<file path="src/rtl/rdoq_last_trim.sv">
// rdoq_last_trim: walks a transform block in scan order after the last-position
// optimizer has chosen best_last_idx_p1. It zeroes every nonzero coefficient at or
// beyond that scan position in the shared coefficient RAM. In the same pass it
// rebuilds the significance/count/sum/last-position side information for the survivors.
//
// Ports:
//   clk, rst_n                  clock, asynchronous active-low reset
//   start                       one-cycle request, honoured only while idle
//   best_last_idx_p1, num_coeff first scan position to zero / scan length, captured on start
//   busy, done                  run in progress / one-cycle completion pulse
//   so_rd_*                     scan-order ROM read port (1-cycle latency)
//   coef_rd_*                   coefficient RAM read port (1-cycle latency)
//   coef_wr_*                   coefficient RAM write port (writes zeros only)
//   sig_cg_flag, nz_count, abs_sum, last_blk_pos, last_valid
//                               registered results, valid from done until the next start
//
// Pipeline per scan position k: S0 reads the scan ROM, S1 reads the coefficient
// RAM at the returned blk_pos, S2 evaluates the coefficient. A resulting write
// is registered and appears on the write port one cycle after S2.
module rdoq_last_trim #(
  parameter int MAX_COEFF_COUNT = 1024,
  parameter int ADDR_WIDTH      = 10,
  parameter int CG_SIZE         = 16,
  parameter int COEFF_WIDTH     = 16,
  localparam int NUM_CG         = MAX_COEFF_COUNT / CG_SIZE
) (
  input  logic                               clk,
  input  logic                               rst_n,
  input  logic                               start,
  input  logic [ADDR_WIDTH:0]                best_last_idx_p1,
  input  logic [ADDR_WIDTH:0]                num_coeff,
  output logic                               busy,
  output logic                               done,
  output logic                               so_rd_en,
  output logic [ADDR_WIDTH-1:0]              so_rd_addr,
  input  logic [ADDR_WIDTH-1:0]              so_rd_data,
  output logic                               coef_rd_en,
  output logic [ADDR_WIDTH-1:0]              coef_rd_addr,
  input  logic signed [COEFF_WIDTH-1:0]      coef_rd_data,
  output logic                               coef_wr_en,
  output logic [ADDR_WIDTH-1:0]              coef_wr_addr,
  output logic [COEFF_WIDTH-1:0]             coef_wr_data,
  output logic [NUM_CG-1:0]                  sig_cg_flag,
  output logic [ADDR_WIDTH:0]                nz_count,
  output logic [ADDR_WIDTH+COEFF_WIDTH-1:0]  abs_sum,
  output logic [ADDR_WIDTH-1:0]              last_blk_pos,
  output logic                               last_valid
);

  localparam int CG_SHIFT = $clog2(CG_SIZE);
  localparam int CG_IDX_W = ADDR_WIDTH - CG_SHIFT;
  localparam int SUM_W    = ADDR_WIDTH + COEFF_WIDTH;

  localparam logic [1:0] ST_IDLE  = 2'd0;
  localparam logic [1:0] ST_RUN   = 2'd1;
  localparam logic [1:0] ST_DRAIN = 2'd2;
  localparam logic [1:0] ST_DONE  = 2'd3;

  logic [1:0]            state;
  logic [ADDR_WIDTH:0]   cnt;       // next scan position to issue
  logic [ADDR_WIDTH:0]   num_q;     // captured scan length
  logic [ADDR_WIDTH:0]   blp1_q;    // captured first scan position to zero

  // S1: scan ROM data is arriving this cycle for position s1_k.
  logic                  s1_vld;
  logic [ADDR_WIDTH-1:0] s1_k;
  // S2: coefficient data is arriving this cycle for position s2_k at blk_pos s2_pos.
  logic                  s2_vld;
  logic [ADDR_WIDTH-1:0] s2_k;
  logic [ADDR_WIDTH-1:0] s2_pos;

  logic                  accept;
  logic                  issue;
  logic [ADDR_WIDTH:0]   cnt_nxt;
  logic                  s2_nz;
  logic                  s2_keep;
  logic [COEFF_WIDTH-1:0] s2_raw;
  logic [COEFF_WIDTH-1:0] s2_abs;
  logic [CG_IDX_W-1:0]   s2_cg;

  always_comb begin
    accept  = (state == ST_IDLE) && start;
    issue   = (state == ST_RUN) && (cnt < num_q);
    cnt_nxt = cnt + (ADDR_WIDTH+1)'(1);
    s2_nz   = s2_vld && (coef_rd_data != '0);
    s2_keep = ({1'b0, s2_k} < blp1_q);
    s2_raw  = coef_rd_data;
    // Two's-complement magnitude taken as unsigned, so the most negative code
    // maps to 2^(COEFF_WIDTH-1) instead of overflowing.
    s2_abs  = s2_raw[COEFF_WIDTH-1] ? (~s2_raw + COEFF_WIDTH'(1)) : s2_raw;
    s2_cg   = s2_k[ADDR_WIDTH-1:CG_SHIFT];
  end

  // Read ports. The coefficient address comes straight from the scan ROM data,
  // gated so idle and reset cycles present zero addresses.
  assign so_rd_en     = issue;
  assign so_rd_addr   = issue ? cnt[ADDR_WIDTH-1:0] : '0;
  assign coef_rd_en   = s1_vld;
  assign coef_rd_addr = s1_vld ? so_rd_data : '0;
  assign coef_wr_data = '0;

  assign busy = (state == ST_RUN) || (state == ST_DRAIN);
  assign done = (state == ST_DONE);

  // Control FSM
  always_ff @(posedge clk or negedge rst_n) begin
    if (!rst_n) begin
      state  <= ST_IDLE;
      cnt    <= '0;
      num_q  <= '0;
      blp1_q <= '0;
    end else begin
      case (state)
        ST_IDLE: begin
          if (accept) begin
            state  <= ST_RUN;
            cnt    <= '0;
            num_q  <= num_coeff;
            blp1_q <= best_last_idx_p1;
          end
        end
        ST_RUN: begin
          // An empty block never issues anything and finishes straight away.
          if (num_q == '0) begin
            state <= ST_DONE;
          end else begin
            cnt <= cnt_nxt;
            if (cnt_nxt == num_q) begin
              state <= ST_DRAIN;
            end
          end
        end
        ST_DRAIN: begin
          // The write stage needs no wait of its own: once S1 and S2 are empty
          // the last write is on the port this cycle.
          if (!s1_vld && !s2_vld) begin
            state <= ST_DONE;
          end
        end
        default: begin
          state <= ST_IDLE;
        end
      endcase
    end
  end

  // Read pipeline and write-back
  always_ff @(posedge clk or negedge rst_n) begin
    if (!rst_n) begin
      s1_vld       <= 1'b0;
      s1_k         <= '0;
      s2_vld       <= 1'b0;
      s2_k         <= '0;
      s2_pos       <= '0;
      coef_wr_en   <= 1'b0;
      coef_wr_addr <= '0;
    end else begin
      s1_vld <= issue;
      if (issue) begin
        s1_k <= cnt[ADDR_WIDTH-1:0];
      end
      s2_vld <= s1_vld;
      if (s1_vld) begin
        s2_k   <= s1_k;
        s2_pos <= so_rd_data;
      end
      // Only a nonzero beyond the cut is rewritten; zeros are left untouched.
      coef_wr_en <= s2_nz && !s2_keep;
      if (s2_nz && !s2_keep) begin
        coef_wr_addr <= s2_pos;
      end
    end
  end

  // Survivor statistics, cleared on every accepted start and held afterwards.
  always_ff @(posedge clk or negedge rst_n) begin
    if (!rst_n) begin
      sig_cg_flag  <= '0;
      nz_count     <= '0;
      abs_sum      <= '0;
      last_blk_pos <= '0;
      last_valid   <= 1'b0;
    end else if (accept) begin
      sig_cg_flag  <= '0;
      nz_count     <= '0;
      abs_sum      <= '0;
      last_blk_pos <= '0;
      last_valid   <= 1'b0;
    end else if (s2_nz && s2_keep) begin
      nz_count            <= nz_count + (ADDR_WIDTH+1)'(1);
      abs_sum             <= abs_sum + SUM_W'(s2_abs);
      sig_cg_flag[s2_cg]  <= 1'b1;
      // Scan positions arrive in increasing order, so the latest survivor is the last one.
      last_blk_pos        <= s2_pos;
      last_valid          <= 1'b1;
    end
  end

endmodule

</file>
<file path="config.mk">
export PLATFORM = sky130hd
export DESIGN_NAME = rdoq_last_trim
export DESIGN_NICKNAME = d
export VERILOG_FILES = /design/src/rtl/rdoq_last_trim.sv
export SDC_FILE = /design/constraint.sdc
export NUM_CORES = 1
export LEC_CHECK = 0
export BUFFER_PORTS_ARGS = -buffer_cell sky130_fd_sc_hd__buf_4
export CAP_MARGIN = 25
export CELL_PAD_IN_SITES_DETAIL_PLACEMENT = 1
export CELL_PAD_IN_SITES_GLOBAL_PLACEMENT = 1
export CORE_MARGIN = 2
export CORE_UTILIZATION = 42
export DETAILED_ROUTE_END_ITERATION = 6
export PLACE_DENSITY_LB_ADDON = 0.1
export RECOVER_POWER = 100
export SYNTH_ARGS = -nofsm -noshare
export SYNTH_HDL_FRONTEND = slang
export SYNTH_SLANG_ARGS = --single-unit
</file>
<file path="constraint.sdc">
create_clock -name clk -period 2.8 [get_ports clk]
set_input_delay 0.28 -clock clk [delete_from_list [all_inputs] [get_ports clk]]
set_output_delay 0.28 -clock clk [all_outputs]
set_load 0.02 [all_outputs]
</file>
* Word-level counts from Yosys, hierarchy flattened
Index checks and enable logic that the tools add are counted.
** Operators by class
- Equal/unequal tests :: 8
- Mux-type cells :: 23
- Add/sub/neg operators :: 4
- Magnitude comparators :: 4
- Reductions and logical operators :: 19
- Bitwise operators :: 2
** Operators with widths (number)
- $mux W64 :: 2
- $or A64 B64 Y64 :: 1
- $mux W26 :: 2
- $mux W11 :: 4
- $mux W10 :: 4
- $add A26 B16 Y26 :: 1
- $add A11 B1 Y11 const B :: 2
- $pmux W11 S2 :: 1
- $add A16 B1 Y16 const B :: 1
- $mux W16 :: 1
- $not A16 Y16 :: 1
- $reduce_bool A16 Y1 :: 1
- $eq A11 B11 Y1 :: 1
- $logic_not A11 Y1 :: 1
- $lt A10 B11 Y1 :: 1
- $lt A11 B11 Y1 :: 1
- $mux W2 :: 4
- $logic_and A1 B1 Y1 :: 7
- $lt A6 B7 Y1 const B :: 1
- $demux W1 S6 :: 1
- $ge A6 B1 Y1 const B :: 1
- $pmux W2 S3 :: 1
- $reduce_and A3 Y1 :: 2
- $eq A2 B2 Y1 const B :: 2
- 10 further kinds :: 16
** Storage, ports and cells
- Flip-flop bits (word level) :: 190
- Bits of input ports :: 51
- Output and inout port bits :: 163
- Logic and storage cells :: 76

* Logic depth before layout (Yosys ltp)
- Depth after elaboration :: 7
- Gate-level depth with buffers :: 16
- Gate-level depth less buffers :: 14

* Worst setup path after synthesis
OpenSTA, ideal clock, no wires.
- Kind :: input to register
- Start point :: in coef_rd_data[1]
- End point :: reg abs_sum[21]
- Path buffers :: 2
- Arrival :: 3184 ps
- Cell stages on the path :: 16
- Slack :: -463 ps
- Library setup time :: 79 ps
- Required time :: 2721 ps
- Cells stage by stage :: inv_1 -> ha_1 -> nor2b_1 -> nand2_1 -> or3_1 -> o31a_1 -> xor2_1 -> ha_1 -> clkbuf_1 -> a21oi_1 -> o21ai_0 -> or4_1 -> o21ba_2 -> buf_2 -> nand4_1 -> mux2i_1
** On the way
- Word-level cells in the longest chain between the ends :: 6
- Elaborated cells between the ends (all ways) :: 10
- Those cells by class :: add/sub: 2; mux: 3; bitwise: 1; reduce/logical: 4
** RTL lines
- start, declared :: line 39 : input logic signed [COEFF_WIDTH-1:0] coef_rd_data,
- $not A16 Y16 :: line 90 : s2_abs = s2_raw[COEFF_WIDTH-1] ? (~s2_raw + COEFF_WIDTH'(1)) : s2_raw;
- $add A16 B1 Y16 :: line 90
- $mux W16 :: line 90
- $add A26 B16 Y26 :: line 191 : abs_sum <= abs_sum + SUM_W'(s2_abs);
- $mux W26 :: line 189 : end else if (s2_nz && s2_keep) begin
- $mux W26 :: line 183 : end else if (accept) begin
- end signal, assigned :: line 191
- end, declared :: line 45 : output logic [ADDR_WIDTH+COEFF_WIDTH-1:0] abs_sum,
Several ways; a longest one is shown, not always the timed one. The select of a mux whose other input is x is not followed.
A chain may end at the register's enable or synchronous reset.

* Worst setup path in the final report
- Start point :: in coef_rd_data[3]
- End point :: reg abs_sum[18]
The elaborated chain is that of the path after synthesis.

==> metrics <==
status complete, but fails checks; failing checks capacitance limit, slew limit; top-count cell post-synth dfrtp_1; H-tree lvl count 4; die height roughly 160 microns; Tot Pwr ~12 mW; GRT Total Usage 0.241; CP arrival between 3 and 4 ns; fill cell count about 2700; Vias/cell about 5.4; Hold Startpoint num_coeff[0]; Finished Layout Cells about 1600; YS warnings 0; worst path required time 3.17 ns; Bufs and invs on worst path 1; First-pass DRT Iterations 5; placed cell count approximately 1600; Routability Congestion between 0.8 and 0.9; Flop pwr share 0.329; worst-path cell chain buf_8 > nor3_4 > nand3_2 > or2_4 > nand3b_1 > o31ai_2 > xnor2_1 > ha_1 > nand4_1 > nor3_2 > a2111oi_4 > o31a_1 > or4_4 > a21oi_2; Slew @ Worst Pin between 2 and 2.5 ns; CTS clk-pin slew, worst paths 0.08 ns; crit path launch type input port; Pleak ~6.0 nW; R2R setup slack ~0.13 ns; top post-synthesis cells by area dfrtp_1 47%, ha_1 5.9%, a22o_1 4.9%; Inserted Diodes 0; Final min period 2.78 ns; internal power 6.84 mW; layout cell share with drive strength beyond 1 0.250; Starting Density 0.427; Logic pwr share 0.451; Crit Path Category input port to flop; cts bufs inserted 17; Reg-to-Reg End abs_sum[18]$_DFFE_PN0P_; Clock Power Share 0.221; DR WL/cell about 19 microns; Synth top cells by count 190 x dfrtp_1, 121 x nand2_1, 65 x o21ai_0; cell count after synthesis 1000; drt total wl a little over 30000 microns; Final Max Slew Viols approximately 120; largest net degree at the start of global routing a little over 80; largest area contributor in the netlist dfrtp_1; vias 8728; RSZ-0062 raised after global routing yes; Tcrit/Tclk final 0.993; first-pass GRT wire length about 48000 microns; area delta synth->final 29.8%; max_cap viols 2; achievable clock frequency between 0.3 and 0.4 GHz; nets 1375; Main synth FF type dfrtp_1; vias in the first global route between 9000 and 10000; DIE AREA between 20000 and 30000 sq um; post-synthesis register bit count 190; area share of the largest cell type after synthesis 0.475; Pwr Density between 800 and 900 nW/um^2; core area between 20000 and 25000 sq um; CTS sink count 190; IO Count around 210; Sw Ratio 0.406; syn_area_per_cell between 10 and 15 sq um; Seq/Total Area, Yosys 0.475; Starting DRT DRC Count approximately 460; Post-synth ARST share 1.00; CTS tree done; count of antenna-violating nets left after detailed routing 0; grt total ovfl 0; worst min path class input port to flop; Yosys cell types roughly 70; Max-slew headroom -0.407; remaining routing DRC violations 0; clock latency on the worst-skew pair around 0.43 ns; Root Buffer clkbuf_16; CP top delay family simple AND/OR/NAND/NOR gates; Max IR drop VDD around 560 uV; sw power 4.68 mW; CP max-delay cell or4_4; element type at the critical path end flop; EDFF count, synth 0; Final Hold Viols 0; hold endpoint num_q[0]$_DFFE_PN0P_; initial antenna violation count 0; worst r2r src abs_sum[0]$_DFFE_PN0P_; die width between 150 and 200 microns; r2r worst-path depth 9; Clock Skew roughly 0.019 ns; Netlist Area Pre-Place 10000 sq um; WHS Path Cells 3; final setup vio count 0; Port Buffer Count about 200; CP max stage delay between 0.4 and 0.5 ns; FP Rows 56; Post-DP HPWL ~21000 microns; Crit Path Max Fanout 5; clock buffer depth 2
==> cell type report <==
class	instances	area (sq um)	area share
Sequential cell	190	4760	0.366
Tap cell	319	399	0.0307
Multi-Input combinational cell	716	5080	0.391
Clock buffer	18	439	0.0338
Timing Repair Buffer	315	1980	0.152
Inverter	36	155	0.0119
Clock inverter	14	189	0.0145
==> state kept, by name, indices dropped and copies added (netlist names) <==
register / flops
last_blk_pos: 10
s2_k: 10
s2_pos: 10
cnt: 11
coef_rd_en: 1
s2_vld: 1
abs_sum: 26
nz_count: 11
last_valid: 1
coef_wr_addr: 10
sig_cg_flag: 64
s1_k: 10
num_q: 11
blp1_q: 11
coef_wr_en: 1
state: 2
==> logic make-up (layout without fill, tap and decap cells) <==
kind of cell / Yosys count / after routing / synth area share
other: 1 / 16 / 0.000374
buffers and inverters: 111 / 383 / 0.0527
DFF: 190 / 190 / 0.475
muxes: 43 / 43 / 0.0481
adders and majority gates: 48 / 48 / 0.0607
and+or+nand+nor: 311 / 311 / 0.154
xor gates and xnor gates: 33 / 33 / 0.0289
AOI/OAI and AO/OA: 263 / 265 / 0.181
==> stage by stage <==
stage	area, sq um	hold WS, ns	worst slack (ns)	util	TNS [ns]
finish	13000	0.0427	0.0208	0.554	0
global route	13000	0.0428	-0.193	0.554	-2.89
CTS	13200	0.0281	-0.00152	0.561	-0.00152
detailed placement	12400	0.376	-0.636	0.530	-7.11
global placement	12400	0.370	-0.484	0.530	-5.73
floorplan	10200	-0.0156	-0.198	-	-1.77
==> how the worst max path moves through the flow <==
stage / slack [ns] / depth (start not counted) / startpoint / end
floorplan: -0.20 / 15 / coef_rd_data[0] / abs_sum[17]$_DFFE_PN0P_
global placement: -0.48 / 15 / coef_rd_data[0] / abs_sum[22]$_DFFE_PN0P_
detailed placement: -0.64 / 15 / coef_rd_data[0] / abs_sum[22]$_DFFE_PN0P_
CTS: -0.002 / 15 / coef_rd_data[3] / abs_sum[22]$_DFFE_PN0P_
global route: -0.19 / 14 / coef_rd_data[3] / abs_sum[18]$_DFFE_PN0P_
finish: 0.02 / 14 / coef_rd_data[3] / abs_sum[18]$_DFFE_PN0P_
==> tightest hold or removal path, cell delays in order <==
cell and delay, ns:
buf_4 0.08, nand2_1 0.04, nand2_1 0.05
==> layer usage <==
metal,vias to the layer above,part of all wire,track usage,routed length [microns]
li1,4104,-,-,-
met1,4417,0.44,0.313,13600
met2,180,0.51,0.422,15500
met3,27,0.039,0.0438,1190
met4,0,0.010,0.0511,320
met5,-,0,0,0
==> power by group through the flow <==
stage	combinational, mW	sequential (mW)	clock (mW)
3_5_place_dp	4.96	3.86	0
4_1_cts	5.08	3.81	2.60
2_1_floorplan	2.83	4.01	0
6_report	5.19	3.79	2.54
3_3_place_gp	4.81	3.83	0
5_1_grt	5.70	3.86	2.70
==> placed cells by master (no fill, tap or decap), types with 5 or more instances in the layout <==
master / n
nor4_1: 6
dfrtp_1: 186
ha_1: 43
mux2_2: 41
xnor2_1: 23
nor2_1: 50
a21oi_1: 51
o41ai_1: 5
a211oi_1: 6
a22o_1: 56
nand3b_1: 6
clkbuf_16: 17
a21oi_2: 5
o21ai_0: 61
or4_1: 7
a31oi_1: 5
nand2b_1: 10
nand2_1: 117
and3_1: 6
nand4_1: 9
buf_6: 6
o31ai_1: 10
buf_4: 177
conb_1: 16
nor3_1: 14
inv_1: 34
nor2b_1: 8
xor2_1: 8
and2_1: 24
or3_1: 9
nand3_1: 17
clkbuf_1: 125
clkinv_8: 5
a21o_1: 5
==> what timing repair did <==
action	in CTS	in global routing
resized for setup	8	41
pin swaps	8	12
setup buffers	6	16
hold buffers	1	0
endpoints found under the hold margin	79	0
endpoints found under the setup margin	19	42
gates cloned	1	2
Note: power is estimated with default switching activity, not from simulation.
